**config.mk**
```make
export PLATFORM = sky130hd
export DESIGN_NAME = ifetch_ctrl
export DESIGN_NICKNAME = d
export VERILOG_FILES = /design/src/rtl/cpu_defs_pkg.sv /design/src/rtl/pc_next_sel.sv /design/src/rtl/ifetch_ctrl.sv
export SDC_FILE = /design/constraint.sdc
export NUM_CORES = 1
export LEC_CHECK = 0
export ABC_AREA = 1
export CORE_MARGIN = 2
export CORE_UTILIZATION = 40
export CTS_CLUSTER_SIZE = 25
export DETAILED_ROUTE_END_ITERATION = 10
export GPL_TIMING_DRIVEN = 0
export PLACE_DENSITY = 0.7
export SYNTH_ARGS = -nofsm -noshare
export SYNTH_HDL_FRONTEND = slang
export SYNTH_SLANG_ARGS = --single-unit
```
**constraint.sdc**
```tcl
create_clock -name clk -period 3.55 [get_ports clk]
set_input_delay 0.71 -clock clk [delete_from_list [all_inputs] [get_ports clk]]
set_output_delay 0.71 -clock clk [all_outputs]
set_load 0.005 [all_outputs]
```
**src/rtl/cpu_defs_pkg.sv**
```systemverilog
// Shared types and defaults for the instruction-fetch sequencer.
package cpu_defs_pkg;

  // Fetch sequencer state: idle after reset, running, or halted until reset.
  typedef enum logic [1:0] {
    IDLE = 2'd0,
    RUN  = 2'd1,
    HALT = 2'd2
  } fetch_state_t;

  localparam logic [31:0] RESET_PC_DEF   = 32'h0000_0000;
  localparam logic [31:0] EXC_VECTOR_DEF = 32'h0000_0080;
  localparam logic [31:0] NOP_INST_DEF   = 32'h0000_0000;
  localparam logic [31:0] INST_BYTES     = 32'd4;

  // Force a redirect address onto a word boundary.
  function automatic logic [31:0] word_align(input logic [31:0] addr);
    return {addr[31:2], 2'b00};
  endfunction

endpackage

```
**src/rtl/pc_next_sel.sv**
```systemverilog
// Priority selector for the next PC and the output-register actions.
// Priority while running: exception > branch > halt > load/stall.
import cpu_defs_pkg::*;

module pc_next_sel #(
  parameter logic [31:0] EXC_VECTOR = EXC_VECTOR_DEF
) (
  input  logic        run,
  input  logic [31:0] pc,
  input  logic        exc_req,
  input  logic        br_taken,
  input  logic [31:0] br_target,
  input  logic        halt_req,
  input  logic        out_valid,
  input  logic        out_ready,
  output logic [31:0] pc_next,
  output logic        load,
  output logic        squash,
  output logic        halt_go
);

  // Low two target bits are deliberately discarded; this keeps them visibly consumed.
  logic unused_br_bits;
  assign unused_br_bits = ^br_target[1:0];

  // Select next pc and the action on the output registers.
  always_comb begin
    pc_next = pc;
    load    = 1'b0;
    squash  = 1'b0;
    halt_go = 1'b0;
    if (run) begin
      if (exc_req) begin
        pc_next = EXC_VECTOR;
        squash  = 1'b1;
      end else if (br_taken) begin
        pc_next = word_align(br_target);
        squash  = 1'b1;
      end else if (halt_req) begin
        halt_go = 1'b1;
        squash  = 1'b1;
      end else if (!out_valid || out_ready) begin
        pc_next = pc + INST_BYTES;
        load    = 1'b1;
      end
    end
  end

endmodule

```
**src/rtl/ifetch_ctrl.sv**
```systemverilog
// Instruction-fetch sequencer: owns the PC, drives the instruction memory
// address combinationally and registers each returned word into IF/ID.
//
// Handshake: out_valid/out_pc/out_inst/out_pc4 are registered. A word is
// transferred to ID on a rising edge where out_valid && out_ready. While
// out_valid && !out_ready the word and the PC are held unchanged; only a
// redirect, halt or reset may discard a held word. A new word is loaded
// whenever the output register is empty or being consumed.
import cpu_defs_pkg::*;

module ifetch_ctrl #(
  parameter logic [31:0] RESET_PC   = RESET_PC_DEF,
  parameter logic [31:0] EXC_VECTOR = EXC_VECTOR_DEF,
  parameter logic [31:0] NOP_INST   = NOP_INST_DEF
) (
  input  logic         clk,
  input  logic         rst,
  input  logic         start,
  input  logic         halt_req,
  input  logic         exc_req,
  input  logic         br_taken,
  input  logic [31:0]  br_target,
  output logic [31:0]  imem_addr,
  input  logic [31:0]  imem_inst,
  input  logic         out_ready,
  output logic         out_valid,
  output logic [31:0]  out_pc,
  output logic [31:0]  out_inst,
  output logic [31:0]  out_pc4,
  output logic         busy,
  output logic [31:0]  fetch_cnt,
  output fetch_state_t dbg_state
);

  fetch_state_t state, state_next;
  logic [31:0]  pc, pc_next;
  logic         load, squash, halt_go;

  assign imem_addr = pc;
  assign busy      = (state == RUN);
  assign dbg_state = state;

  pc_next_sel #(
    .EXC_VECTOR(EXC_VECTOR)
  ) u_sel (
    .run      (state == RUN),
    .pc       (pc),
    .exc_req  (exc_req),
    .br_taken (br_taken),
    .br_target(br_target),
    .halt_req (halt_req),
    .out_valid(out_valid),
    .out_ready(out_ready),
    .pc_next  (pc_next),
    .load     (load),
    .squash   (squash),
    .halt_go  (halt_go)
  );

  // State register.
  always_ff @(posedge clk) begin
    if (rst) state <= IDLE;
    else     state <= state_next;
  end

  // Next-state logic: start only matters in IDLE, HALT is left only by reset.
  always_comb begin
    state_next = state;
    case (state)
      IDLE:    if (start) state_next = RUN;
      RUN:     if (halt_go) state_next = HALT;
      HALT:    state_next = HALT;
      default: state_next = IDLE;
    endcase
  end

  // PC register; the selector holds it outside RUN and during stalls.
  always_ff @(posedge clk) begin
    if (rst) pc <= RESET_PC;
    else     pc <= pc_next;
  end

  // IF/ID output registers and the issued-instruction counter.
  always_ff @(posedge clk) begin
    if (rst) begin
      out_valid <= 1'b0;
      out_pc    <= 32'h0;
      out_inst  <= NOP_INST;
      out_pc4   <= 32'h0;
      fetch_cnt <= 32'h0;
    end else if (squash) begin
      out_valid <= 1'b0;
      out_inst  <= NOP_INST;
    end else if (load) begin
      out_valid <= 1'b1;
      out_pc    <= pc;
      out_inst  <= imem_inst;
      out_pc4   <= pc + INST_BYTES;
      fetch_cnt <= fetch_cnt + 32'd1;
    end
  end

endmodule

```
==> results.txt, run 1 <==
* Final wirelength: 26.1 mm
* Total number of vias: 8200
- Commonest cells after routing, fill and taps aside: sky130_fd_sc_hd__nand2_1, sky130_fd_sc_hd__clkdlybuf4s50_1, sky130_fd_sc_hd__nor2_1, sky130_fd_sc_hd__dfxtp_1, sky130_fd_sc_hd__a21oi_1
- The floorplan step set the die height to 142 um.
- After the first detailed-routing iteration, the DRC count stood at 723.
- STA classifies the critical path endpoint as a primary output.
- Setup skew after layout: 0.00862 ns
- Inst Count DP: 1581
- Mapped cell area: 0.00764 mm^2
- The min-delay analysis places its worst path in the category flop to flop.
* Synthesis-to-layout area growth: 41.5%
- Max-cap violation count: 0
- After the last flow step, the layout net total stands at 1441.
- The count of nets left with antenna violations once routing finished came out at 0.
- Hold path startpoint: out_inst[29]
* Buffer levels on the longest clock path: 2
* Setup slack of the worst register-to-register path: 1.65 ns
* Ys async rst share: 0%
- # port buffers: 224
* Most common library cell in the layout ignoring fill and taps: sky130_fd_sc_hd__nand2_1
- Drc violations: 0
- Post-route total power: 4.84 mW
- Overall track demand over capacity in global routing: 25.2%
* Number of pins exceeding their max-slew limit in the final report: 0
- Clock insertion delay at the later pin of the skew report: 0.43 ns
- Proportion of power drawn by flip-flops and latches: 40.8%
- Initial standard-cell utilization of the core: 40.8%
- Number of failing setup endpoints in the final timing report: 0
- Clock Pin Slew Worst Setup and Hold Paths: 0.06 ns
- Counting instances, the worst hold path has a depth of 2.
* P_int: 3.50 mW
* Distinct cells, synth: 37
- The count of cells in the finished layout, fillers not included, comes to 1613.
- RSZ-0062 raised after global routing: no
- Combinational share of power: 19.1%
- Final total negative setup slack: 0 ns
- Post-CTS Hold Fix Bufs: 0
* Share of total power consumed by net switching: 27.7%
* Hold worst-path end: out_inst[29]
* I/O pin count: 235
- Arrival @ worst endpoint: 1.69 ns
- For this design the ratio of total power to cell area is 448 mW/mm^2.
- The number of global-route vias before repair came to 7437.
- At the placement stage, the worst setup path has a slack of 1.09 ns.
- Post-synthesis area per instance: 6.83 um^2
- Highest net fanout along the worst path: 5
* Tightest hold margin: 0.458 ns
* Critical Setup Path Class: flop to primary output
- Via density per instance: 5.08
- Root Buffer Master: sky130_fd_sc_hd__clkbuf_16
- After global routing the overflow that remains totals 0.
* Worst-case headroom to the max-slew limit: 59.6%
- Summing the sequential cell areas from Yosys gives 41.1% of the chip area.
* Clock period minus worst slack: 2.40 ns
* Multi-input logic area: 0.00382 mm^2
- Counting every instance in the synthesized netlist gives 1118.
- Setup crit start kind: flop
- Before antenna repair, the detailed router went through 5 iterations.
- Beginning of the worst register-to-register path: imem_addr[3]
- The share of total power dissipated in the clock network is 40.1%.
* Post-CTS Repair Setup Buffers: 0
* Count of H-tree levels built during CTS: 4
* Highest attainable clock frequency: 0.417 GHz
- Clock buffer count from CTS: 17
* Cells on worst reg2reg path: 10
- Site Rows: 50
* Min setup slack post-route: 1.15 ns
* Share of layout cells above drive strength 1: 7.83%
- Core box area: 0.0187 mm^2
- Largest net degree at the start of global routing: 17
* VDD IR max: 0.000401 V
- Measured along the x axis, the die boundary spans 142 um.
* Wire length per cell after detailed routing: 16.2 um
* Worst reg2reg endpoint: out_pc4[24]
* Global-route wire length before repair: 39.7 mm
- Lkg Pwr: 4.05 nW
- For this design, the sink count on the clock tree is 157.
* Sequential cell area in the final layout: 0.00314 mm^2
* Slew at the pin closest to its max-slew limit: 0.607 ns
* Register bit total from synthesis: 157
* CTS tree: done
- The flow ran to the end, and the final reports show no timing, DRC or antenna violations.
* Resize count post-CTS: 0
* GPL Wtd Cong: 0.933
- In this run the power spent charging and discharging nets is 1.34 mW.
- During synthesis, Yosys emitted a total of 0 warnings.
* Final antenna diode count: 0
* Final Hold Violating Endpoints: 0
* Layout filler cell count: 1770
- Most used DFF post-synth: sky130_fd_sc_hd__dfxtp_1
- Once detailed placement completed, the half-perimeter wirelength came to 19.9 mm.
- Number of antenna violations at the first check in global routing: 0
- Critical Path RT: 2.84 ns
- Counting flops with a built-in enable in the synthesized netlist gives 0.
- Final critical-path share of the clock period: 67.5%
- The die covers 0.0202 mm^2.
==> synth_stat cells, drive strengths merged, types with 4 or more instances <==
cell / instances / area [um^2]
nand3b: 8 / 60.1
o21ai: 68 / 340
inv: 92 / 353
xor2: 6 / 52.6
nand3: 64 / 335
nand4: 5 / 31.3
ha: 4 / 50.1
o211ai: 23 / 173
nand2: 314 / 1230
nor2: 193 / 851
clkbuf: 18 / 81.3
buf: 38 / 258
xnor2: 5 / 43.8
dfxtp: 157 / 3140
a21oi: 110 / 558
==> sequential cells by signal, indices dropped and copies added (netlist names) <==
register,count
out_inst,32
dbg_state,2
out_pc,30
imem_addr,30
out_valid,1
fetch_cnt,32
out_pc4,30
==> worst max-delay path, cell delays in order (launching register included) <==
cell and delay [ns]:
sky130_fd_sc_hd__dfxtp_1 0.31, sky130_fd_sc_hd__inv_1 0.09, sky130_fd_sc_hd__ha_1 0.28, sky130_fd_sc_hd__clkdlybuf4s50_1 0.58
==> final cells by class <==
type	instances	area share, %
Tap cell	234	2.71
Clock inverter	10	1.50
Inverter	92	3.26
Buffer	56	3.14
Timing Repair Buffer	224	20.7
Multi-Input combinational cell	818	35.4
Clock buffer	22	4.20
Sequential cell	157	29.1
==> logic make-up after synthesis <==
kind of cell	synth area share (%)
AO/OA/AOI/OAI	14.6
adder cells (fa/ha/maj)	0.655
buffers and inverters	9.06
XOR/XNOR	1.26
flip-flops	41.1
AND/OR/NAND/NOR	33.3
other	0.0491
==> worst max path at each step <==
stage	from	end	slack, ns
finish	dbg_state[1]	busy	1.15
global placement	out_ready	fetch_cnt[22]	1.11
global route	dbg_state[1]	busy	1.11
CTS	dbg_state[1]	busy	1.15
floorplan	br_taken	fetch_cnt[22]	1.77
detailed placement	out_ready	fetch_cnt[22]	1.09
==> power groups by stage <==
stage / logic [mW] / registers [mW] / clock network (mW)
floorplan: 0.448 / 2.00 / 0
global placement: 0.911 / 2.01 / 0
detailed placement: 0.920 / 2.01 / 0
CTS: 0.925 / 1.98 / 1.95
global route: 1.01 / 1.99 / 2.03
finish: 0.925 / 1.98 / 1.94
==> layer usage <==
metal	up-vias	track usage (%)	wire length (um)
met5	-	0	0
met4	0	8.16	669
met3	39	4.37	1580
met2	285	41.1	12200
met1	3800	33.9	11600
li1	4076	-	-
==> through the flow <==
step	utilization, %	cell area [um^2]
global placement	54.5	10200
global route	57.8	10800
floorplan	-	7660
CTS	57.8	10800
finish	57.8	10800
detailed placement	54.5	10200
No activity file was read; power rests on OpenSTA's default activity.
==> inputs of run 2 (changes only) <==
clock period = 2.33 ns   (was 3.55 ns; I/O delays follow)
==> results of run 2 <==
Same layout as run 1 (identical final DEF). Status: completed.
Main changes from that run: setup slack after placement 1.09 ns -> 0.117 ns; setup slack after layout 1.15 ns -> 0.179 ns; hold slack 0.458 ns -> 0.406 ns; register-to-register setup slack 1.65 ns -> 0.43 ns; end point of the worst hold path out_inst[29] -> imem_addr[7]; total power 4.84 mW -> 7.38 mW; worst IR drop on VDD 0.000401 V -> 0.000610 V
==> inputs of run 3 (changes only) <==
GPL_ROUTABILITY_DRIVEN = 0   (was default)
==> run 3 against run 2 <==
Effect of this change:
- global-route usage increased by 0.061 points
- via count decreased by 0.84%
- register-to-register slack gained 0.02 ns
- first-iteration DRC count is 24% lower
- combinational power barely moved
- hold slack improved by 0.0030 ns
- final cell count did not move
- critical path depth unchanged
- sequential share of layout area grew 0.10 points
- fmax up 0.85%
==> results.txt, run 3 (synthesis gave the netlist of run 1 again) <==
- Final wirelength: 25.8 mm (was 26.1 mm)
- The combined flip-flop and latch cell area was 0.00314 mm^2 (unchanged).
- The peak supply drop came to 0.000543 V (was 0.000610 V).
- The detailed-route via count is 8131 (was 8200).
- The final core area utilization came to 57.6% (was 57.8%).
- Detail Route Antenna Nets: 0 (unchanged)
* Clock insertion delay at the later pin of the skew report: 0.43 ns (about the same)
- Share of layout cells above drive strength 1: 7.90% (was 7.83%)
- Count of H-tree levels built during CTS: 4 (unchanged)
- The die width was 142 um (unchanged).
- Layout filler cell count: 1795 (was 1770)
* Total gr overflow: 0 (unchanged)
- RSZ-0062 raised after global routing: no (unchanged)
- The number of sinks on the clock net was 157 (unchanged).
- Setup crit start kind: flop (unchanged)
- The wire length of the first global-routing pass came to 39.6 mm (was 39.7 mm).
- Cells on worst reg2reg path: 7 (was 10)
* Clock Pin Slew Worst Setup and Hold Paths: 0.06 ns (about the same)
- CTS tree: done (unchanged)
- Clock buffer count from CTS: 17 (unchanged)
- The area of the die was 0.0202 mm^2 (unchanged).
* Most common library cell in the layout ignoring fill and taps: sky130_fd_sc_hd__nand2_1 (unchanged)
- The final hold violation count came to 0 (unchanged).
* Hold Crit Class: input pin to flop (unchanged)
* Max-cap violation count: 0 (unchanged)
- The instance area at placement is 0.0102 mm^2 (unchanged).
- The final worst clock skew was 0.00864 ns (was 0.00862 ns).
- The vertical die dimension was 142 um (unchanged).
* Overall track demand over capacity in global routing: 25.3% (was 25.2%)
- Hold path depth: 3 (unchanged)
- Site Rows: 50 (unchanged)
* Final antenna diode count: 0 (unchanged)
- The total count of max-transition violations in the final report was 0 (unchanged).
- The net count reported at finish was 1441 (unchanged).
* Buffer levels on the longest clock path: 2 (unchanged)
- The launching point of the worst reg2reg path was dbg_state[1] (was imem_addr[3]).
* Lkg Pwr: 4.03 nW (was 4.05 nW)
- The number of global-route vias before repair was 7409 (was 7437).
- Start point of the critical path: dbg_state[1] (unchanged)
* Number of antenna violations at the first check in global routing: 0 (unchanged)
- Result of the run: completed (unchanged).
- The count of cells resized by post-cts repair is 0 (unchanged).
- Crit path capture type: primary output (unchanged)
- The half-perimeter wire length after placement is 19.7 mm (was 19.9 mm).
* 1st-pass router iterations: 5 (unchanged)
* Worst Setup EP: busy (unchanged)
- The starting density of the core is 40.8% (unchanged).
* Drc violations: 0 (unchanged)
- Critical Path RT: 1.86 ns (about the same)
- The setup fix buffers added after clock tree synthesis is 0 (unchanged).
- The data arrival time of the critical path was 1.67 ns (was 1.69 ns).
- The number of buffers added on ports was 224 (unchanged).
* Worst reg2reg endpoint: out_pc[26] (was out_pc4[24])
* Slew at the pin closest to its max-slew limit: 0.715 ns (was 0.607 ns)
* Highest net fanout along the worst path: 5 (unchanged)
* Commonest cells after routing, fill and taps aside: sky130_fd_sc_hd__nand2_1, sky130_fd_sc_hd__clkdlybuf4s50_1, sky130_fd_sc_hd__nor2_1, sky130_fd_sc_hd__dfxtp_1, sky130_fd_sc_hd__a21oi_1 (unchanged)
- The multi-input logic area is 0.00382 mm^2 (unchanged).
- The part of the cycle the worst path needs is 91.6% (was 92.3%).
- The shortest period the worst path allows is 2.13 ns (was 2.15 ns).
* Setup slack of the worst register-to-register path: 0.45 ns (was 0.43 ns)
- Worst-case headroom to the max-slew limit: 52.3% (was 59.6%)
- The pin count of the biggest net entering global routing is 17 (unchanged).
- The total of endpoints with negative setup slack in the final report is 0 (unchanged).
- Highest attainable clock frequency: 0.469 GHz (was 0.465 GHz)
- The aggregate negative setup slack is 0 ns (unchanged).
* Largest regs: fetch_cnt x32, out_inst x32 (unchanged)
- Core box area: 0.0187 mm^2 (unchanged)
- Final cell area excluding filler cells: 0.0108 mm^2 (about the same)
- The root buffer cell was sky130_fd_sc_hd__clkbuf_16 (unchanged).
- Wire length per cell after detailed routing: 16.0 um (was 16.2 um)
* I/O pin count: 235 (unchanged)
- PD cells: 667 mW/mm^2 (was 683 mW/mm^2)
* DRT iter0 DRCs: 550 (was 723)
- Critical Setup Path Class: flop to primary output (unchanged)
* Post-CTS Hold Fix Bufs: 0 (unchanged)
- Synthesis-to-layout area growth: 41.0% (was 41.5%)
* Via density per instance: 5.04 (was 5.08)
-- run 3: changes by cell type in the layout (fill, tap and decap cells not counted), sizes merged --
cell      change
bufinv        -2
clkinvlp      +2
-- run 3: worst min-delay path by stage --
stage / startpoint / to
after global routing: br_taken / imem_addr[7]
final: br_taken / imem_addr[7]
after detailed placement: out_inst[10] / out_inst[10]
after CTS: br_taken / imem_addr[7]
after global placement: out_inst[1] / out_inst[1]
after floorplan: out_inst[17] / out_inst[17]
-- run 3: critical path: stages, from the launching register on --
cell and delay [ns]:
sky130_fd_sc_hd__dfxtp_1 0.31, sky130_fd_sc_hd__inv_1 0.09, sky130_fd_sc_hd__ha_1 0.28, sky130_fd_sc_hd__clkdlybuf4s50_1 0.57
-- run 3: layout make-up --
type / count / share of cell area [%]
multi-input combinational: 818 / 35.5
sequential: 157 / 29.2
timing repair buffer: 224 / 20.8
clock buffer: 22 / 4.31
inverter: 92 / 3.28
buffer: 56 / 3.15
tap: 234 / 2.72
clock inverter: 10 / 1.06
-- run 3: metrics by stage --
step           total power [mW]  hold slack [ns]  cells  setup slack [ns]
2_1_floorplan              3.73            0.456   1123             0.796
3_3_place_gp               4.45            0.447   1581             0.159
3_5_place_dp               4.46            0.450   1581             0.135
4_1_cts                    7.21            0.392   1613             0.170
5_1_grt                    7.47            0.414   1613             0.118
6_report                   7.19            0.409   1613             0.197
-- run 3: per-layer routing --
metal  vias up  global-route usage, %  wire [um]
met1      3710                   34.1      11300
li1       4068                      -          -
met2       300                   40.6      11800
met4         0                   9.16        765
met5         -                      0          0
met3        53                   4.44       1860
-- run 3: power breakdown --
| part | leakage [nW] | switching (mW) | internal [mW] |
|---|---|---|---|
| logic | 2.49 | 0.743 | 0.665 |
| registers | 1.27 | 0.158 | 2.85 |
| clock network | 0.273 | 1.14 | 1.63 |
